==> config.mk <==
export PLATFORM = sky130hd
export DESIGN_NAME = keypad_bcd_encoder_flat
export DESIGN_NICKNAME = d
export VERILOG_FILES = /design/src/rtl/keypad_bcd_encoder_if.sv /design/src/rtl/keypad_bcd_encoder.sv /design/src/flat_wrapper.sv
export SDC_FILE = /design/constraint.sdc
export NUM_CORES = 1
export LEC_CHECK = 0
export ABC_AREA = 1
export BUFFER_PORTS_ARGS = -buffer_cell sky130_fd_sc_hd__buf_2
export CORE_MARGIN = 2
export CORE_UTILIZATION = 40
export CTS_CLUSTER_SIZE = 28
export DETAILED_ROUTE_END_ITERATION = 10
export HOLD_SLACK_MARGIN = 0.06
export PLACE_DENSITY = 0.65
export REMOVE_ABC_BUFFERS = 1
export SLEW_MARGIN = 20
export SYNTH_ARGS = -nofsm -noshare
export SYNTH_HDL_FRONTEND = slang
export SYNTH_SLANG_ARGS = --single-unit
==> constraint.sdc <==
create_clock -name clk -period 4.15 [get_ports clk]
set_clock_uncertainty 0.05 [all_clocks]
set_input_delay 0.2075 -clock clk [delete_from_list [all_inputs] [get_ports clk]]
set_output_delay 0.2075 -clock clk [all_outputs]
set_load 0.05 [all_outputs]
==> src/rtl/keypad_bcd_encoder_if.sv <==
// Keypad entry bus: raw key lines and controls in, BCD timer digits and event pulses out.
interface keypad_bcd_encoder_if;
   logic [9:0] keypad;
   logic       load_en;
   logic       clear;
   logic [3:0] sec_ones;
   logic [3:0] sec_tens;
   logic [3:0] mins;
   logic       new_digit;
   logic       key_rejected;

   modport master (
      output keypad, load_en, clear,
      input  sec_ones, sec_tens, mins, new_digit, key_rejected
   );

   modport slave (
      input  keypad, load_en, clear,
      output sec_ones, sec_tens, mins, new_digit, key_rejected
   );
endinterface

==> src/rtl/keypad_bcd_encoder.sv <==
// Debounces a 10-key keypad and shifts accepted digits into {mins, sec_tens, sec_ones}.
// Optional macro KEYPAD_SECTENS_LIMIT_EN refuses commits that would push sec_tens above 5.
module keypad_bcd_encoder #(
   parameter int unsigned DEBOUNCE_CYCLES = 4
) (
   input logic                  clk,
   input logic                  rst_n,
   keypad_bcd_encoder_if.slave  bus
);
   localparam int unsigned KEYS  = 10;
   localparam int unsigned DIG_W = 4;
   localparam int unsigned CNT_W = $clog2(DEBOUNCE_CYCLES + 1);

   typedef enum logic [1:0] {
      IDLE     = 2'd0,
      DEBOUNCE = 2'd1,
      HELD     = 2'd2,
      RELEASE  = 2'd3
   } state_t;

   state_t            state, state_next;
   logic [KEYS-1:0]   sync1, sk;
   logic [KEYS-1:0]   key_q, key_next;
   logic [CNT_W-1:0]  cnt, cnt_next;
   logic              commit_c;
   logic              sk_zero_c, sk_onehot_c;
   logic [DIG_W-1:0]  key_idx_c;
   logic              accept_c, refuse_c, shift_c;
   logic [DIG_W-1:0]  ones, tens, mins_q;
   logic              new_digit_q, rejected_q;

   // Two-flop synchronizer for the asynchronous key lines
   always_ff @(posedge clk or negedge rst_n) begin
      if (!rst_n) begin
         sync1 <= '0;
         sk    <= '0;
      end else begin
         sync1 <= bus.keypad;
         sk    <= sync1;
      end
   end

   assign sk_zero_c   = (sk == '0);
   assign sk_onehot_c = !sk_zero_c && ((sk & (sk - KEYS'(1))) == '0);

   always_comb begin
      key_idx_c = '0;
      for (int i = 0; i < KEYS; i++) begin
         if (key_q[i]) key_idx_c = DIG_W'(i);
      end
   end

   always_ff @(posedge clk or negedge rst_n) begin
      if (!rst_n) begin
         state <= IDLE;
         cnt   <= '0;
         key_q <= '0;
      end else begin
         state <= state_next;
         cnt   <= cnt_next;
         key_q <= key_next;
      end
   end

   // Commit fires on the sample after the counter has seen DEBOUNCE_CYCLES stable samples
   always_comb begin
      state_next = state;
      cnt_next   = cnt;
      key_next   = key_q;
      commit_c   = 1'b0;
      unique case (state)
         IDLE: begin
            if (sk_onehot_c) begin
               key_next   = sk;
               cnt_next   = CNT_W'(1);
               state_next = DEBOUNCE;
            end
         end
         DEBOUNCE: begin
            if (sk == key_q) begin
               if (cnt == CNT_W'(DEBOUNCE_CYCLES)) begin
                  commit_c   = 1'b1;
                  state_next = HELD;
               end else begin
                  cnt_next = cnt + CNT_W'(1);
               end
            end else if (sk_onehot_c) begin
               key_next = sk;
               cnt_next = CNT_W'(1);
            end else begin
               state_next = IDLE;
            end
         end
         HELD: begin
            if (sk_zero_c) begin
               cnt_next   = CNT_W'(1);
               state_next = RELEASE;
            end
         end
         RELEASE: begin
            if (!sk_zero_c) begin
               state_next = HELD;
            end else if (cnt >= CNT_W'(DEBOUNCE_CYCLES)) begin
               state_next = IDLE;
            end else begin
               cnt_next = cnt + CNT_W'(1);
            end
         end
         default: state_next = IDLE;
      endcase
   end

   assign accept_c = commit_c && bus.load_en;

`ifdef KEYPAD_SECTENS_LIMIT_EN
   assign refuse_c = accept_c && (ones > DIG_W'(5));
`else
   assign refuse_c = 1'b0;
`endif

   assign shift_c = accept_c && !refuse_c;

   // Digit shift register; clear wins over a same-cycle commit
   always_ff @(posedge clk or negedge rst_n) begin
      if (!rst_n) begin
         ones        <= '0;
         tens        <= '0;
         mins_q      <= '0;
         new_digit_q <= 1'b0;
         rejected_q  <= 1'b0;
      end else begin
         new_digit_q <= 1'b0;
         rejected_q  <= 1'b0;
         if (bus.clear) begin
            ones   <= '0;
            tens   <= '0;
            mins_q <= '0;
         end else if (shift_c) begin
            mins_q      <= tens;
            tens        <= ones;
            ones        <= key_idx_c;
            new_digit_q <= 1'b1;
         end else if (refuse_c) begin
            rejected_q <= 1'b1;
         end
      end
   end

   assign bus.sec_ones     = ones;
   assign bus.sec_tens     = tens;
   assign bus.mins         = mins_q;
   assign bus.new_digit    = new_digit_q;
   assign bus.key_rejected = rejected_q;
endmodule
==> src/flat_wrapper.sv <==
// flat-port wrapper written by rule: the top's interface ports become plain ports
module keypad_bcd_encoder_flat 
#(
   parameter int unsigned DEBOUNCE_CYCLES = 4
)
  (clk, rst_n, bus_keypad, bus_load_en, bus_clear, bus_sec_ones, bus_sec_tens, bus_mins, bus_new_digit, bus_key_rejected);
  keypad_bcd_encoder_if bus_i ();
  input logic clk;
  input logic rst_n;
  input wire logic [$bits(bus_i.keypad)-1:0] bus_keypad;
  input wire logic [$bits(bus_i.load_en)-1:0] bus_load_en;
  input wire logic [$bits(bus_i.clear)-1:0] bus_clear;
  output wire logic [$bits(bus_i.sec_ones)-1:0] bus_sec_ones;
  output wire logic [$bits(bus_i.sec_tens)-1:0] bus_sec_tens;
  output wire logic [$bits(bus_i.mins)-1:0] bus_mins;
  output wire logic [$bits(bus_i.new_digit)-1:0] bus_new_digit;
  output wire logic [$bits(bus_i.key_rejected)-1:0] bus_key_rejected;
  assign bus_i.keypad = bus_keypad;
  assign bus_i.load_en = bus_load_en;
  assign bus_i.clear = bus_clear;
  assign bus_sec_ones = bus_i.sec_ones;
  assign bus_sec_tens = bus_i.sec_tens;
  assign bus_mins = bus_i.mins;
  assign bus_new_digit = bus_i.new_digit;
  assign bus_key_rejected = bus_i.key_rejected;
  keypad_bcd_encoder #(.DEBOUNCE_CYCLES(DEBOUNCE_CYCLES)) u_core (.clk(clk), .rst_n(rst_n), .bus(bus_i));
endmodule
* Word-level counts from Yosys, hierarchy flattened *
Index checks and enable logic that the tools add are counted.

storage, ports and cells
  bits in registers = 48
  input port bits = 14

operators by class
  add/subtract/negate cells = 2
  $lt $le $gt $ge = 1
  equality and inequality tests = 14
  mux-type cells = 38
  bitwise operators = 1
  reductions and logical operators = 11

operators by type and width
  kind                     number
  $mux W4                  8
  $mux W3                  10
  $logic_not A10 Y1        2
  $mux W10                 2
  $pmux W10 S2             1
  $mux W2                  9
  $ne A3 B3 Y1 const B     4
  $pmux W3 S4              1
  $and A10 B10 Y10         1
  $eq A10 B10 Y1           1
  $sub A10 B1 Y10 const B  1
  $pmux W2 S4              1
  $mux W1                  6
  $ne A2 B1 Y1 const B     3
  $reduce_and A5 Y1        1
  $eq A2 B2 Y1 const B     2
  $ne A2 B2 Y1 const B     2
  $reduce_and A4 Y1        1
  $reduce_bool A2 Y1       2
  $add A3 B1 Y3 const B    1
  $eq A3 B3 Y1 const B     1
  $ge A3 B3 Y1 const B     1
  $eq A2 B1 Y1 const B     1
  $logic_and A1 B1 Y1      2
  3 further kinds          3

* Logic depth before layout (Yosys ltp) *
Gate-level depths: netlist (run 1).

  word-level depth = 11
  depth in mapped cells = 14
  mapped depth without buffers = 13

* Least setup slack after synthesis (run 1) *
Ideal clock, no wire load.

  kind = register to register
  from = reg u_core.sk[1]
  to = reg u_core.key_q[4]
  setup time = 127 ps
  data arrival time = 1,442 ps
  path slack = 2,531 ps
  cell stages (with the launch flop) = 10
  path buffers = 1
  cells stage by stage = dfrtp_1 nor2_1 nand3_1 nor2_1 nor2_1 nor2_1 nand3_1 a21oi_2 buf_2 o21ai_0

between the ends
  cells in the longest elaborated chain, start to end = 7

RTL lines
  item                      RTL line                  text
  start: declaration        keypad_bcd_encoder.sv:22  logic [KEYS-1:0] sync1, sk;
  start signal: assignment  keypad_bcd_encoder.sv:39  sk <= sync1;
  $sub A10 B1 Y10           keypad_bcd_encoder.sv:44  assign sk_onehot_c = !sk_zero_c && ((sk & (sk - KEYS'(1))) == '0);
  $and A10 B10 Y10          keypad_bcd_encoder.sv:44
  $logic_not A10 Y1         keypad_bcd_encoder.sv:44
  $logic_and A1 B1 Y1       keypad_bcd_encoder.sv:44
  $mux W10 (2 in a row)     n/a
  $pmux W10 S2              n/a
  end signal: assignment    keypad_bcd_encoder.sv:61  key_q <= key_next;
  end: declaration          keypad_bcd_encoder.sv:23  logic [KEYS-1:0] key_q, key_next;

Parallel ways exist; a longest one is shown, timed or not. The select of a mux whose other input is x is not followed.
A chain may end at the register's enable or synchronous reset.

* Final worst setup path (run 1) *
Same ends and word-level chain as after synthesis.

==> summary.md, run 1 <==
| Metric | Value |
|---|---|
| Routed WL | `3.76 mm` |
| CP arrival | `2.24 ns` |
| Register area share after synthesis | `0.541` |
| Clock power frac | `0.299` |
| Global-route wire length before repair | `6.80 mm` |
| Number of diodes | `0` |
| Layout area overhead | `16.6%` |
| Top cells by area, synth | `dfrtp_1 (54%), nand2_1 (19%), inv_1 (5.2%), nor2_1 (4.2%), nand3_1 (2.5%)` |
| Hold Crit Class | `primary input to flop` |
| Worst skew pair latency | `0.29 ns` |
| Worst path cell trace | `nor2_1 > nand3_1 > nor2_1 > nor2_1 > nor2_1 > nand3_1 > a21oi_2 > o21ai_0` |
| Slew @ Worst Pin | `0.796 ns` |
| Layout cells sized above 1 | `0.157` |
| IO Port Bufs | `26` |
| Root Buffer Master | `clkbuf_8` |
| Top_reg_cell synth | `dfrtp_1` |
| Area after DPL | `0.00240 mm2` |
| Most frequent CP cell | `nor2_1` |
| Post-synthesis cell type count | `23` |
| Crit path max-delay family | `compound AO/OA/AOI/OAI gates` |
| Fin. max-slew vios | `0` |
| CP max stage delay | `0.63 ns` |
| Switching Fraction | `0.248` |
| WP buf/inv | `0` |
| Initial antenna violation count | `0` |
| DRT iter0 DRCs | `83` |
| Die area | `0.00616 mm2` |
| Max Clk Rate | `466 MHz` |
| RSZ-0062 raised after global routing | `no` |
| Number of endpoints failing setup at the final stage | `0` |
| Synth Cell Area | `0.00222 mm2` |
| CTS tree | `yes` |
| Clock Pin Slew Worst Setup and Hold Paths | `0.08 ns` |
| Ys async rst share | `1.00` |
| Sum of negative setup slack | `0 ns` |
| Clock Sinks | `48` |
| Total core area | `0.00544 mm2` |
| EDFF count, synth | `0` |
| HPWL after DPL | `2.65 mm` |
| Tcrit/Tclk final | `0.517` |
| Pint | `0.000638 W` |
| #FFs+latches synth | `48` |
| CTS Buffer Depth | `2` |
| DRC | `0` |
| Starting Density | `0.408` |
| VDD IR max | `0.224 mV` |
| Gr usage total | `0.139` |
| Top cell type's share of synthesized area | `0.541` |
| Crit path max fanout | `20` |
| Seq pwr share | `0.593` |
| LEAKAGE | `1.41 nW` |
| Vias in the first global route | `1588` |
| Placer Congestion | `0.793` |
| Synth Area per Inst | `7.93 um2` |
| Routed Antenna Nets | `0` |
| Post-synth top area cell | `dfrtp_1` |
| Status | `finished clean` |
| DR pass1 iterations | `5` |
| Logic pwr share | `0.108` |
| Commonest cells post-synth | `nand2_1 (115), dfrtp_1 (48), inv_1 (31)` |
| Slew headroom | `0.470` |
| Largest net degree at the start of global routing | `49` |
| Sw Pwr | `0.000210 W` |
| Count leader, synth | `nand2_1` |
| Final min period | `2.15 ns` |
| Global route overflow | `0` |
| Via count | `1737` |
| Fin. Hold Viols | `0` |
| CP Launch Type | `flop` |
| CP required | `4.24 ns` |
| Cells after Synth | `280` |
| Max Cap Viol | `0` |
| CTS H-tree lvls | `2` |
| Pwr/cell area | `328 mW/mm2` |
| Fin nets | `335` |
| DR WL/cell | `9.60 um` |
| CP max stage cell | `a21oi_2` |
| Non-Filler Cell Area, Final | `0.00259 mm2` |
| Postcts setup bufs | `0` |
| Row count | `27` |
| Synth Warn # | `0` |
| Die H | `78.5 um` |
| Crit Path Class | `flop to flop` |
| Vias per cell | `4.44` |
| Critical Path End Type | `flop` |
| Die W | `78.5 um` |
| TritonCTS Buffers | `5` |
| IO Pins | `28` |
==> logic make-up after synthesis <==
kind of cell               Yosys count  share of synthesized area
adders and majority gates            2                     0.0113
buffers and inverters               42                     0.0817
other                                1                    0.00169
DFF                                 48                      0.541
AOI/OAI and AO/OA                   23                     0.0547
and+or+nand+nor                    163                      0.306
xor gates and xnor gates             1                    0.00395
==> metal layers <==
| metal | part of all wire | wire length [um] | global-route usage | vias to the layer above |
|---|---|---|---|---|
| li1 | - | - | - | 923 |
| met1 | 0.48 | 1810 | 0.177 | 787 |
| met2 | 0.47 | 1780 | 0.230 | 21 |
| met3 | 0.029 | 109 | 0.0310 | 6 |
| met4 | 0.017 | 63 | 0.0579 | 0 |
| met5 | 0 | 0 | 0 | - |
==> layout make-up <==
class / instances / area (um2)
Clock buffer: 6 / 72.6
Tap cell: 72 / 90.1
Timing Repair Buffer: 37 / 243
Sequential cell: 48 / 1200
Fill cell: 541 / 2850
Clock inverter: 1 / 5.00
Inverter: 37 / 139
Multi-Input combinational cell: 190 / 837
==> path summary, 6_finish.rpt <==
path,startpoint,endpoint,slack [ns],cells after the start
max,u_core.sk[1]$_DFF_PN0_,u_core.key_q[4]$_DFFE_PN0P_,2.00,8
min,bus_clear,u_core.bus.new_digit$_DFF_PN0_,0.1,2
max reg2reg,u_core.sk[1]$_DFF_PN0_,u_core.key_q[4]$_DFFE_PN0P_,2.00,8
min reg2reg,u_core.sync1[3]$_DFF_PN0_,u_core.sk[3]$_DFF_PN0_,0.30,0
max in group asynchronous,rst_n,u_core.bus.sec_ones[2]$_DFFE_PN0P_,3.25,2
min in group asynchronous,rst_n,u_core.key_q[2]$_DFFE_PN0P_,0.41,2
==> cells in the final DEF, fill, tap and decap left out <==
cell           netlist  layout
nand2_1            115     115
dfrtp_1             48      48
inv_1               31      31
nor2_1              25      25
buf_2                1      25
nand3_1             11      11
dlygate4sd3_1        0      11
o21ai_1              8       8
a21oi_1              7       7
inv_2                6       6
o21ai_0              6       6
nor2_2               5       5
clkbuf_8             0       5
nor2_4               3       3
ha_1                 2       2
nand2_2              1       1
nand3_2              1       1
nor3_2               1       1
nand4_1              1       1
o21bai_1             1       1
a21oi_2              1       1
xor2_1               1       1
conb_1               1       1
clkinv_2             0       1
clkbuf_1             0       1
buf_4                2       1
==> power groups by stage <==
stage               Clock (W)  Sequential [W]  Combinational (W)
floorplan                   0        0.000509          0.0000582
global placement            0        0.000512          0.0000847
detailed placement          0        0.000513          0.0000853
CTS                  0.000265        0.000504          0.0000927
global route         0.000286        0.000506           0.000106
finish               0.000254        0.000504          0.0000914
==> registers in the layout, summed over array words and instances (netlist names) <==
name,count
u_core.bus.mins,4
u_core.bus.new_digit,1
u_core.bus.sec_ones,4
u_core.bus.sec_tens,4
u_core.cnt,3
u_core.key_q,10
u_core.sk,10
u_core.state,2
u_core.sync1,10
==> repair_timing <==
action | 4_1_cts | 5_1_grt
endpoints found under the hold margin | 10 | 48
hold buffers | 10 | 1
resized for setup | 0 | 0
setup endpoints to repair | 0 | 0
==> metrics by stage <==
step / hold slack (ns) / setup WS, ns / total power, W / std cells / util
5_1_grt: 0.104 / 1.62 / 0.000898 / 391 / 0.476
3_3_place_gp: 0.265 / 2.06 / 0.000596 / 373 / 0.441
3_5_place_dp: 0.267 / 2.00 / 0.000598 / 373 / 0.441
2_1_floorplan: -0.138 / 2.31 / 0.000567 / 275 / -
6_report: 0.0985 / 2.00 / 0.000849 / 391 / 0.476
4_1_cts: 0.0864 / 1.98 / 0.000861 / 390 / 0.473
Note: power is estimated with default switching activity, not from simulation.
==> inputs of run 2 (changes only) <==
--- a/config.mk
+++ b/config.mk
@@ -12,7 +12,7 @@
 export CTS_CLUSTER_SIZE = 28
 export DETAILED_ROUTE_END_ITERATION = 10
 export HOLD_SLACK_MARGIN = 0.06
-export PLACE_DENSITY = 0.65
+export PLACE_DENSITY = 0.67
 export REMOVE_ABC_BUFFERS = 1
 export SLEW_MARGIN = 20
 export SYNTH_ARGS = -nofsm -noshare
==> constraint.sdc (replaced) <==
create_clock -name clk -period 1.9 [get_ports clk]
set_clock_uncertainty 0.05 [all_clocks]
set_input_delay 0.095 -clock clk [delete_from_list [all_inputs] [get_ports clk]]
set_output_delay 0.095 -clock clk [all_outputs]
set_load 0.05 [all_outputs]
==> run 2 against run 1 <==
Against the previous run: clock-buffer cell count rose by 1; sequential power rose by 120%; highest routed layer unchanged; core utilization rose by 7.1 points; wire length rose by 26%; critical path type unchanged; critical endpoint is now u_core.cnt[1]$_DFFE_PN0P_.
==> summary.md, run 2 (synthesized netlist as in run 1, its figures left out) <==
| Metric | Value |
|---|---|
| Met2 GRT Util | `0.260 (+0.0302)` |
| Row count | `27 (unchanged)` |
| Critical Path End Type | `flop` |
| Final Util | `0.546 (+0.0706)` |
| Total core area | `0.00544 mm2 (unchanged)` |
| Most frequent CP cell | `nand2_1` |
| Crit path max-delay family | `simple AND/OR/NAND/NOR gates` |
| FF-to-FF setup slack | `0.05 ns (-1.96 ns)` |
| CTS Buffer Depth | `2 (unchanged)` |
| Max Cap Viol | `0 (unchanged)` |
| Pwr/cell area | `719 mW/mm2 (+120%)` |
| IO Pins | `28 (unchanged)` |
| LEAKAGE | `1.58 nW (+12%)` |
| Number of endpoints failing setup at the final stage | `0 (unchanged)` |
| Fin. Hold Viols | `0 (unchanged)` |
| Slew headroom | `0.605 (+0.135)` |
| Worst skew pair latency | `0.30 ns (about the same)` |
| Met1 usage in global routing | `0.192 (+0.0151)` |
| CP max stage cell | `dfrtp_1` |
| Die H | `78.5 um (unchanged)` |
| Routed Antenna Nets | `0 (unchanged)` |
| Slew @ Worst Pin | `0.593 ns (-0.202 ns)` |
| TritonCTS Buffers | `5 (unchanged)` |
| Sum of negative setup slack | `0 ns (unchanged)` |
| Hold Crit Class | `primary input to flop` |
| Via count | `1899 (+9.3%)` |
| CP required | `2.04 ns (-2.20 ns)` |
| Most Crowded Layer GR | `met2` |
| Commonest non-fill, non-tap cell in the layout | `nand2_1` |
| Crit Path Class | `flop to flop` |
| Initial antenna violation count | `0 (unchanged)` |
| RSZ-0062 raised after global routing | `yes` |
| Largest net degree at the start of global routing | `49 (unchanged)` |
| Routed WL | `4.74 mm (+26%)` |
| Max Clk Rate | `540 MHz (+16%)` |
| Number of diodes | `0 (unchanged)` |
| DR pass1 iterations | `4 (-1)` |
| CP Launch Type | `flop` |
| Hold path startpoint | `bus_load_en` |
| CP max stage delay | `0.42 ns (-0.21 ns)` |
| Placer Congestion | `0.768 (-3.1%)` |
| R2R Path Start | `u_core.sk[0]$_DFF_PN0_` |
| Layout area overhead | `33.9%` |
| Crit path max fanout | `5 (-75%)` |
| Vias per cell | `4.56 (+2.8%)` |
| GR Layer Usage met3 | `0.0345 (+0.00345)` |
| Hold Path End | `u_core.bus.new_digit$_DFF_PN0_` |
| Final min period | `1.85 ns (-0.295 ns)` |
| Layout cells sized above 1 | `0.276 (+0.119)` |
| Global-route wire length before repair | `7.40 mm (+8.9%)` |
| CTS tree | `yes` |
| Clock Sinks | `48 (unchanged)` |
| Tcrit/Tclk final | `0.974 (+0.457)` |
| Clock Pin Slew Worst Setup and Hold Paths | `0.09 ns (about the same)` |
| Gr usage total | `0.153 (+0.0141)` |
| Root Buffer Master | `clkbuf_8` |
| WP buf/inv | `2 (+2)` |
| Status | `finished clean` |
| DR WL/cell | `11.4 um (+19%)` |
| Global route overflow | `0 (unchanged)` |
| Vias in the first global route | `1713 (+7.9%)` |
| IO Port Bufs | `26 (unchanged)` |
| CP arrival | `2.00 ns (-0.24 ns)` |
| HPWL after DPL | `2.95 mm (+11%)` |
| Worst reg2reg path depth | `11 (+3)` |
| DRC | `0 (unchanged)` |
| Largest regs | `u_core.key_q: 10 flops, u_core.sk: 10 flops, u_core.sync1: 10 flops` |
| Worst path cell trace | `nor2_2 > nand3_2 > buf_6 > nor3_4 > inv_2 > nand3_2 > nand2_2 > nor2_4 > nand2_1 > nand2_1 > nand2_1` |
| DRT iter0 DRCs | `65 (-22%)` |
| VDD IR max | `0.532 mV (+140%)` |
| CTS H-tree lvls | `2 (unchanged)` |
| Hold Path Cell Cnt | `3 (+1)` |
| Fin nets | `359 (+7.2%)` |
| Die W | `78.5 um (unchanged)` |
| Commonest cells after routing, fill and taps aside | `nand2_1 (105), dfrtp_1 (48), inv_1 (29)` |
| Fin. max-slew vios | `0 (unchanged)` |
| Critical R2R Capture | `u_core.cnt[1]$_DFFE_PN0P_` |
| Die area | `0.00616 mm2 (unchanged)` |
| Starting Density | `0.408 (unchanged)` |
==> run 2: cell count changes in the layout (fill, tap and decap cells not counted), moves of 4 or more <==
cell | before | now
nand2_2 | 1 | 9
a21oi_4 | 0 | 4
nand2_1 | 115 | 105
buf_4 | 1 | 14
buf_6 | 0 | 5
==> run 2: timing repair <==
action | 4_1_cts | 5_1_grt
gates resized for setup | 2 | 36
hold buffers | 12 | 0
setup buffers | 0 | 8
pin swaps | 0 | 28
endpoints found under the setup margin | 13 | 27
endpoints found under the hold margin | 59 | 0
cloned | 0 | 4
==> run 2: worst reg2reg max path, cell delays in order, from the launching register on <==
cell,delay [ns]
dfrtp_1,0.42
nor2_2,0.17
nand3_2,0.13
buf_6,0.14
nor3_4,0.27
inv_2,0.07
nand3_2,0.07
nand2_2,0.07
nor2_4,0.15
nand2_1,0.11
nand2_1,0.07
nand2_1,0.05
==> run 2: how the worst max path moves through the flow <==
stage                                      start                                  to  cells past startpoint
final                     u_core.sk[0]$_DFF_PN0_           u_core.cnt[1]$_DFFE_PN0P_                     11
after global routing      u_core.sk[1]$_DFF_PN0_  u_core.bus.sec_tens[0]$_DFFE_PN0P_                     13
after CTS                 u_core.sk[5]$_DFF_PN0_         u_core.key_q[4]$_DFFE_PN0P_                      8
after detailed placement  u_core.sk[1]$_DFF_PN0_         u_core.key_q[4]$_DFFE_PN0P_                      8
after global placement    u_core.sk[3]$_DFF_PN0_         u_core.key_q[1]$_DFFE_PN0P_                      8
after floorplan           u_core.sk[1]$_DFF_PN0_         u_core.key_q[0]$_DFFE_PN0P_                      8
==> run 2: power breakdown <==
part,internal (W),switching (W)
logic,0.0000983,0.000144
clock network,0.000464,0.000332
registers,0.00107,0.0000308
==> run 2: layer usage <==
layer | routed length, um | share of wire
met3 | 136 | 0.029
met4 | 77 | 0.016
met2 | 2420 | 0.51
met1 | 2110 | 0.44
met5 | 0 | 0
==> run 2: through the flow <==
| step | power, W | setup slack, ns | instances | hold slack [ns] | area (um2) |
|---|---|---|---|---|---|
| floorplan | 0.00124 | 0.0584 | 275 | -0.251 | 2180 |
| global placement | 0.00132 | -0.0920 | 384 | 0.153 | 2480 |
| detailed placement | 0.00133 | -0.161 | 384 | 0.154 | 2480 |
| CTS | 0.00215 | 0.0231 | 404 | 0.0752 | 2740 |
| global route | 0.00224 | -0.0769 | 416 | 0.0805 | 2970 |
| finish | 0.00214 | 0.0489 | 416 | 0.0646 | 2970 |
==> run 2: final cells by class <==
| type | count | area, um2 |
|---|---|---|
| clock buffer | 7 | 96.3 |
| clock inverter | 1 | 30.0 |
| fill | 498 | 2470 |
| inverter | 37 | 141 |
| multi-input combinational | 194 | 1000 |
| sequential | 48 | 1200 |
| tap | 72 | 90.1 |
| timing repair buffer | 57 | 412 |
==> inputs of run 3 (changes only) <==
--- a/config.mk
+++ b/config.mk
@@ -7,6 +7,7 @@
 export LEC_CHECK = 0
 export ABC_AREA = 1
 export BUFFER_PORTS_ARGS = -buffer_cell sky130_fd_sc_hd__buf_2
+export CORE_ASPECT_RATIO = 1.1
 export CORE_MARGIN = 2
 export CORE_UTILIZATION = 40
 export CTS_CLUSTER_SIZE = 28
==> constraint.sdc (replaced) <==
create_clock -name clk -period 1.9 [get_ports clk]
set_clock_uncertainty 0.05 [all_clocks]
set_input_delay 0.095 -clock clk [delete_from_list [all_inputs] [get_ports clk]]
set_output_delay 0.095 -clock clk [all_outputs]
set_load 0.02 [all_outputs]
==> run 3 against run 2 <==
Against the previous run: final cell count decreased by 3.6%; sequential share of layout area increased by 4.0 points; non-clock buffer count decreased by 15; largest power group unchanged; combinational power decreased by 11%; first-iteration DRC count increased by 80%; clock-buffer cell count unchanged; sequential power about the same; critical path depth decreased by 1; clock power decreased by 22%; die area about the same; global-route usage decreased by 0.69 points; via count decreased by 5.8%.
==> summary.md, run 3 (synthesized netlist as in run 1, its figures left out) <==
| Metric | Value |
|---|---|
| Global-route wire length before repair | `6.91 mm (-6.6%)` |
| IO Port Bufs | `26 (unchanged)` |
| Logic pwr share | `0.111 (-0.002)` |
| CTS Buffer Depth | `2 (unchanged)` |
| IO Pins | `28 (unchanged)` |
| Die area | `0.00616 mm2 (about the same)` |
| HPWL after DPL | `2.90 mm (-1.8%)` |
| Hold Path Cell Cnt | `3 (unchanged)` |
| Total core area | `0.00536 mm2 (-1.4%)` |
| Routed Antenna Nets | `0 (unchanged)` |
| R2R Path Start | `u_core.sk[1]$_DFF_PN0_` |
| Critical R2R Capture | `u_core.key_q[7]$_DFFE_PN0P_` |
| DRT iter0 DRCs | `117 (+80%)` |
| FF-to-FF setup slack | `0.15 ns (+0.10 ns)` |
| Max Clk Rate | `570 MHz (+5.5%)` |
| Clock Sinks | `48 (unchanged)` |
| Final min period | `1.75 ns (-0.0965 ns)` |
| Largest net degree at the start of global routing | `29 (-41%)` |
| Gr usage total | `0.146 (-0.00694)` |
| Critical Path End Type | `flop` |
| Via count | `1789 (-5.8%)` |
| CP max stage cell | `dfrtp_2` |
| Hold Path End | `u_core.bus.new_digit$_DFF_PN0_` |
| Pwr/cell area | `716 mW/mm2 (-0.37%)` |
| DR WL/cell | `10.2 um (-10%)` |
| Clock Pin Slew Worst Setup and Hold Paths | `0.09 ns (about the same)` |
| LEAKAGE | `1.45 nW (-8.1%)` |
| RSZ-0062 raised after global routing | `no` |
| VDD IR max | `0.531 mV (-0.25%)` |
| CP Launch Type | `flop` |
| Layout area overhead | `22.2%` |
| Largest regs | `u_core.key_q: 10 flops, u_core.sk: 10 flops, u_core.sync1: 10 flops` |
| Worst skew pair latency | `0.30 ns (about the same)` |
| Die W | `75.0 um (-4.4%)` |
| Sw Pwr | `0.000492 W (-2.9%)` |
| Max Cap Viol | `0 (unchanged)` |
| Starting Density | `0.414 (+0.00600)` |
| Sum of negative setup slack | `0 ns (unchanged)` |
| Crit path max fanout | `10 (+5)` |
| Crit Path Class | `flop to flop` |
| Crit path from | `u_core.sk[1]$_DFF_PN0_` |
| CP max stage delay | `0.47 ns (+0.05 ns)` |
| Fin. max-slew vios | `0 (unchanged)` |
| Tcrit/Tclk final | `0.923 (-0.0508)` |
| Pint | `0.00145 W (-11%)` |
| Vias per cell | `4.46 (-2.3%)` |
| Final WS setup | `0.145 ns (+0.0965 ns)` |
| Commonest cells after routing, fill and taps aside | `nand2_1 (115), dfrtp_1 (44), inv_1 (30)` |
| CP required | `2.07 ns (+0.03 ns)` |
| Worst slack, placed | `0.0486 ns (+0.210 ns)` |
| CTS tree | `yes` |
| Status | `finished clean` |
| Vias in the first global route | `1630 (-4.8%)` |
| Routed WL | `4.11 mm (-13%)` |
| Placer Congestion | `0.847 (+10%)` |
| Fin nets | `341 (-5.0%)` |
| Initial antenna violation count | `0 (unchanged)` |
| Clock power frac | `0.321 (-0.052)` |
| Hold Crit Class | `primary input to flop` |
| Hold path startpoint | `bus_load_en` |
| DRC | `0 (unchanged)` |
| Fin. Hold Viols | `0 (unchanged)` |
| Worst reg2reg path depth | `10 (-1)` |
| Layout cells sized above 1 | `0.199 (-0.0768)` |
| CP arrival | `1.92 ns (-0.08 ns)` |
| Worst path cell trace | `nor2_4 > nand3_2 > nand2_1 > nand2_1 > nor2_1 > nand3_2 > a21oi_2 > buf_4 > nand2_1 > o21ai_1` |
| Commonest non-fill, non-tap cell in the layout | `nand2_1` |
| DR pass1 iterations | `5 (+1)` |
| Die H | `82.1 um (+4.6%)` |
| Number of diodes | `0 (unchanged)` |
| Seq pwr share | `0.568 (+0.054)` |
| Most frequent CP cell | `nand2_1` |
| Switching Fraction | `0.253 (+0.0159)` |
| TritonCTS Buffers | `5 (unchanged)` |
| Global route overflow | `0 (unchanged)` |
| Root Buffer Master | `clkbuf_8` |
| Number of endpoints failing setup at the final stage | `0 (unchanged)` |
| Postcts setup bufs | `0 (unchanged)` |
| CTS H-tree lvls | `2 (unchanged)` |
| Row count | `28 (+3.7%)` |
run 3: changes by cell type in the layout (fill, tap and decap cells not counted), sizes merged:
| cell | previous run | this run |
|---|---|---|
| buf | 45 | 30 |
| a21oi | 11 | 8 |
| bufinv | 1 | 0 |
| clkinvlp | 0 | 1 |
run 3: worst max path at each step:
stage          slack [ns]  depth (start not counted)                             end
6_report             0.15                         10     u_core.key_q[7]$_DFFE_PN0P_
5_1_grt             0.004                         11  u_core.bus.mins[2]$_DFFE_PN0P_
4_1_cts             0.002                         10     u_core.key_q[7]$_DFFE_PN0P_
3_5_place_dp         0.05                          9     u_core.key_q[4]$_DFFE_PN0P_
3_3_place_gp         0.06                          9     u_core.key_q[4]$_DFFE_PN0P_
2_1_floorplan        0.06                          8     u_core.key_q[0]$_DFFE_PN0P_
run 3: layer usage:
| layer | wire [um] | part of all wire | GRT usage |
|---|---|---|---|
| met1 | 1850 | 0.45 | 0.183 |
| met2 | 2100 | 0.51 | 0.254 |
| met3 | 112 | 0.027 | 0.0340 |
| met4 | 37 | 0.0090 | 0.0375 |
| met5 | 0 | 0 | 0 |
run 3: critical path: cells and delay by family (launching register included):
family / cells / cell delay [ns]
AO/OA/AOI/OAI: 2 / 0.24
buffers and inverters: 1 / 0.19
flip-flops: 1 / 0.47
AND/OR/NAND/NOR: 7 / 0.73
run 3: what timing repair did:
| action | CTS | global route |
|---|---|---|
| resized for setup | 0 | 14 |
| hold buffers | 12 | 0 |
| endpoints found under the hold margin | 31 | 0 |
| endpoints found under the setup margin | 0 | 27 |
run 3: per-stage QoR:
step,cell area (um2),cells,hold slack (ns),total power [W],util
2_1_floorplan,2180,275,-0.251,0.00124,-
3_3_place_gp,2440,380,0.0275,0.00131,0.456
3_5_place_dp,2440,380,0.0312,0.00132,0.456
4_1_cts,2660,400,0.0730,0.00195,0.496
5_1_grt,2710,401,0.0808,0.00206,0.506
6_report,2710,401,0.0774,0.00194,0.506
run 3: final cells by class:
class	instances	area [um2]
Clock inverter	1	7.51
Timing Repair Buffer	42	293
Sequential cell	48	1210
Tap cell	75	93.8
Fill cell	519	2650
Multi-Input combinational cell	191	887
Clock buffer	7	86.3
Inverter	37	139
run 3: power groups by stage:
stage	Combinational [W]	Sequential [W]	Clock, W
2_1_floorplan	0.000125	0.00111	0
3_3_place_gp	0.000194	0.00112	0
3_5_place_dp	0.000196	0.00112	0
4_1_cts	0.000216	0.00110	0.000635
5_1_grt	0.000253	0.00111	0.000693
6_report	0.000216	0.00110	0.000623
